[src/rtl/mult_host.sv]
// mult_host: host controller that feeds DEPTH operand pairs to the multiplier and collects the indexed results with a checksum.
// Optional watchdog enabled by defining MULT_HOST_TIMEOUT_EN.
module mult_host #(
  parameter int LOGDEPTH = 6,
  parameter int WIDTH = 32,
  parameter int TIMEOUT = 256
) (
  input  logic                clk,
  input  logic                rst,
  input  logic                start,
  input  logic                op_valid,
  output logic                op_ready,
  input  logic [15:0]         op_a,
  input  logic [15:0]         op_b,
  output logic                EN_mult,
  output logic [15:0]         mult_input0,
  output logic [15:0]         mult_input1,
  input  logic                RDY_mult,
  output logic                EN_blockRead,
  input  logic                VALID_memVal,
  input  logic [WIDTH-1:0]    memVal_data,
  output logic                res_valid,
  output logic [WIDTH-1:0]    res_data,
  output logic [LOGDEPTH-1:0] res_idx,
  output logic [WIDTH-1:0]    checksum,
  output logic                busy,
  output logic                done,
  output logic                err
);
  localparam logic [2:0] IDLE = 3'd0, FEED = 3'd1, REQ = 3'd2, DRAIN = 3'd3, DONE = 3'd4;
  localparam logic [LOGDEPTH:0] LAST = {1'b0, {LOGDEPTH{1'b1}}};
  logic [2:0] state, nxt;
  logic [LOGDEPTH:0] issue_cnt, recv_cnt;
  logic acc, cap, tmo, go;
  assign EN_mult = op_valid & (state == FEED);
  assign op_ready = EN_mult & RDY_mult;
  assign acc = op_ready;
  assign mult_input0 = op_a;
  assign mult_input1 = op_b;
  assign EN_blockRead = state == REQ;
  assign busy = state != IDLE;
  assign done = state == DONE;
  assign cap = VALID_memVal & (state == REQ | state == DRAIN);
  assign go = start & (state == IDLE);
`ifdef MULT_HOST_TIMEOUT_EN
  logic [$clog2(TIMEOUT+1)-1:0] wd_cnt;
  // Idle time since the last acceptance or capture while a batch is in flight.
  always_ff @(posedge clk)
    if (rst || acc || cap || state == IDLE || state == DONE) wd_cnt <= '0;
    else wd_cnt <= wd_cnt + 1'b1;
  assign tmo = busy & ~done & ~acc & ~cap & (wd_cnt == $bits(wd_cnt)'(TIMEOUT - 1));
`else
  assign tmo = 1'b0;
`endif
  always_comb
    nxt = tmo ? IDLE :
          state == IDLE ? (start ? FEED : IDLE) :
          state == FEED ? (acc && issue_cnt == LAST ? REQ : FEED) :
          state == DONE ? IDLE :
          cap ? (recv_cnt == LAST ? DONE : DRAIN) : state;
  always_ff @(posedge clk)
    if (rst) begin
      state <= IDLE;
      issue_cnt <= '0;
      recv_cnt <= '0;
      res_valid <= 1'b0;
      res_data <= '0;
      res_idx <= '0;
      checksum <= '0;
      err <= 1'b0;
    end else begin
      state <= nxt;
      res_valid <= cap;
      err <= (go ? 1'b0 : err) | (VALID_memVal & ~cap) | tmo;
      if (go) begin
        issue_cnt <= '0;
        recv_cnt <= '0;
        checksum <= '0;
      end
      if (acc) issue_cnt <= issue_cnt + 1'b1;
      if (cap) begin
        res_data <= memVal_data;
        res_idx <= recv_cnt[LOGDEPTH-1:0];
        checksum <= checksum + memVal_data;
        recv_cnt <= recv_cnt + 1'b1;
      end
    end
endmodule

[config.mk]
export PLATFORM = sky130hd
export DESIGN_NAME = mult_host
export DESIGN_NICKNAME = d
export VERILOG_FILES = /design/src/rtl/mult_host.sv
export SDC_FILE = /design/constraint.sdc
export NUM_CORES = 1
export LEC_CHECK = 0
export ABC_CLOCK_PERIOD_IN_PS = 3400
export CAP_MARGIN = 20
export CORE_UTILIZATION = 45
export CTS_BUF_LIST = sky130_fd_sc_hd__clkbuf_16
export CTS_CLUSTER_DIAMETER = 100
export DETAILED_ROUTE_END_ITERATION = 8
export PLACE_DENSITY_LB_ADDON = 0.12
export SLEW_MARGIN = 0
export SYNTH_ARGS = -nofsm -noshare
export SYNTH_HDL_FRONTEND = slang
export SYNTH_SLANG_ARGS = --single-unit
[constraint.sdc]
create_clock -name clk -period 3.4 [get_ports clk]
set_clock_uncertainty 0.15 [all_clocks]
set_input_delay 0.34 -clock clk [delete_from_list [all_inputs] [get_ports clk]]
set_output_delay 0.34 -clock clk [all_outputs]
set_load 0.005 [all_outputs]
==> flow_metrics.env <==
export IMPL_p_leak_nw=2.52
export IMPL_grt_pass1_vias=4380
export IMPL_fin_crit_sh_pct=93.2
export IMPL_vias=4529
export IMPL_dieArea_mm2=0.0113
export IMPL_crit_required_ns=3.47
export IMPL_critPathLaunchType="input port"
export IMPL_critPathKind="input port to flip-flop"
export IMPL_synth_xor_area_share_pct=4.48
export IMPL_cts_tree="yes"
export IMPL_hold_worst_slack_ns=0.303
export IMPL_async_flop_share_pct=0
export IMPL_synth_fa_ha_area_share_pct=8.86
export IMPL_die_h_um=106
export IMPL_nets=799
export IMPL_timing_setup_tns_ns=0
export IMPL_viasPerCell=5.42
export IMPL_synth_area_mm2=0.00489
export IMPL_cts_max_level=3
export IMPL_drtIter0Drc=224
export IMPL_grt_overflow=0
export IMPL_rsz0062_at_grt="false"
export IMPL_postCtsSetupBuffers=0
export IMPL_dr_pass1_iters=5
export IMPL_cts_buffer_depth=2
export IMPL_path_clk_slew_ns=0.06
export IMPL_worst_pin_slew_ns=1.01
export IMPL_cp_arrival_ns=3.24
export IMPL_ys_flop_type="dfxtp_1"
export IMPL_drive_gt1_share_pct=8.43
export IMPL_n_antenna_cell=0
export IMPL_syn_area_per_cell_um2=8.10
export IMPL_rows=37
export IMPL_worst_path_max_fanout=4
export IMPL_area_delta_synth_final_pct=30.0
export IMPL_postLayoutCoreUtil_pct=61.0
export IMPL_dpl_cell_area_mm2=0.00605
export IMPL_syn_nets=707
export IMPL_drv_cap=0
export IMPL_synth_top_cells_by_count="nand2_1, dfxtp_1, a21oi_1, nor2_1, ha_1"
export IMPL_yosys_warnings=0
export IMPL_grt_pass1_wl_um=20200
export IMPL_io_buffers=114
export IMPL_hp_class="flip-flop to flip-flop"
export IMPL_synth_top_cell_by_area="dfxtp_1"
export IMPL_syn_inst=603
export IMPL_grt_usage_pct=21.7
export IMPL_slew_violations=0
export IMPL_slew_headroom_pct=32.7
export IMPL_cts_sinks=89
export IMPL_ys_top_cells_by_area="dfxtp_1, a21oi_1, ha_1, nand2_1, buf_4"
export IMPL_synth_simple_area_share_pct=18.1
export IMPL_grt_max_degree=60
export IMPL_drc=0
export IMPL_synth_mux_area_fraction_pct=0.205
export IMPL_end_kind="flip-flop"
export IMPL_root_buffer="clkbuf_16"
export IMPL_dpl_hpwl_um=8650
export IMPL_status="finished, final reports clean"
export IMPL_synth_most_common_cell="nand2_1"
export IMPL_gp_congestion=0.880
export IMPL_ys_ff_latch=89
export IMPL_yosysSeqAreaShare_pct=36.5
export IMPL_wl_um=12100
export IMPL_power_density_mw_per_mm2=346
export IMPL_antenna_found_initial=0
export IMPL_synth_top_family_by_area="compound AO/OA/AOI/OAI gates"
export IMPL_synth_edff_count=0
export IMPL_dieWidth_um=106
export IMPL_pin_count=179
export IMPL_start_util_pct=46.9
export IMPL_setup_violations_final=0
export IMPL_synth_compound_area_share_pct=23.8
export IMPL_vdd_ir_drop_max_uv=293
export IMPL_core_region_area_mm2=0.0104
export IMPL_stdcell_area_mm2=0.00635
export IMPL_worstSkewPairLatency_ns=0.33
export IMPL_power_total_mw=2.20
export IMPL_ant_nets=0
export IMPL_yosysTopAreaCellShare_pct=36.5
export IMPL_cts_buffers=9
export IMPL_ctsHoldBuffers=0
export IMPL_fmax_ghz=0.316
export IMPL_yosysUniqueCellTypes=49
export IMPL_period_minus_slack_ns=3.17
export IMPL_wl_per_cell_um=14.4
export IMPL_hold_viol=0
-- routing by layer --
layer,global-route usage (%),vias to the layer above,routed length (um)
met4,9.03,0,300
li1,-,2282,-
met5,0,-,0
met2,35.6,137,5510
met3,3.80,48,707
met1,28.0,2062,5530
-- worst max-delay path, stage by stage --
cell and delay (ns):
clkdlybuf4s50_1 0.48, ha_1 0.17, inv_1 0.06, fa_1 0.39, nor2b_1 0.15, o21ai_0 0.09, nand2b_1 0.12, a31o_2 0.19
a31o_2 0.18, a31oi_2 0.15, o311ai_0 0.43, a31oi_1 0.17, xnor2_1 0.15, a22o_1 0.19
-- timing repair --
| action | CTS | global route |
|---|---|---|
| endpoints found under the setup margin | 0 | 2 |
| resized for setup | 0 | 2 |
| endpoints found under the hold margin | 0 | 0 |
-- final cells by class --
class,count,area (um2)
Clock buffer,9,225
Clock inverter,7,70.1
Fill cell,925,4060
Inverter,11,41.3
Multi-Input combinational cell,442,2720
Sequential cell,89,1780
Tap cell,136,170
Timing Repair Buffer,142,1350
-- flip-flops by register name, indices dropped and copies added (netlist names) --
register   count
checksum      32
recv_cnt       7
issue_cnt      7
err            1
state          3
res_idx        6
res_valid      1
res_data      32
-- report_power, final --
group | leakage [nW] | internal, mW | switching, mW
clock network | 0.147 | 0.569 | 0.411
registers | 0.717 | 1.04 | 0.00263
logic | 1.66 | 0.0825 | 0.0902
total | 2.52 | 1.70 | 0.503
-- kinds of logic (layout without fill, tap and decap cells) --
kind of cell	after synthesis	after routing
AND/OR/NAND/NOR	199	199
adder cells (fa/ha/maj)	34	34
buffers and inverters	72	169
AO/OA/AOI/OAI	183	183
XOR/XNOR	25	25
multiplexers	1	1
flip-flops	89	89
-- cells in the final DEF, fill, tap and decap left out, drive strengths merged, types with 2 or more instances in the layout --
| master | instances |
|---|---|
| clkinv | 5 |
| a211oi | 4 |
| a21o | 14 |
| ha | 33 |
| nand3 | 22 |
| nand2b | 3 |
| o21bai | 4 |
| a31oi | 5 |
| nand3b | 4 |
| dfxtp | 89 |
| clkbuf | 9 |
| a21oi | 89 |
| nor2b | 5 |
| a22o | 14 |
| o21a | 2 |
| inv | 12 |
| a311oi | 2 |
| clkdlybuf4s50 | 113 |
| or2 | 5 |
| nor3b | 3 |
| nand4 | 4 |
| o21ai | 21 |
| nor3 | 6 |
| buf | 29 |
| a221oi | 2 |
| o41ai | 2 |
| and3 | 9 |
| xnor2 | 17 |
| a22oi | 9 |
| o311ai | 2 |
| a31o | 4 |
| nor2 | 34 |
| nand2 | 100 |
| and2 | 2 |
| or3 | 2 |
| a2111o | 2 |
| xor2 | 8 |
-- path summary, 6_finish.rpt --
path	startpoint	end	slack (ns)	cells after the start
setup / recovery	memVal_data[0]	checksum[30]	0.23	14
hold / removal	res_data[22]	res_data[22]	0.30	2
setup reg to reg	checksum[0]	checksum[30]	0.35	13
hold reg to reg	res_data[22]	res_data[22]	0.30	2
-- stage by stage --
step | std cells | setup WS (ns)
2_1_floorplan | 603 | 0.465
3_3_place_gp | 820 | -0.0806
3_5_place_dp | 820 | -0.118
4_1_cts | 836 | 0.204
5_1_grt | 836 | 0.00403
6_report | 836 | 0.232
(Power assumes the default switching activity.)
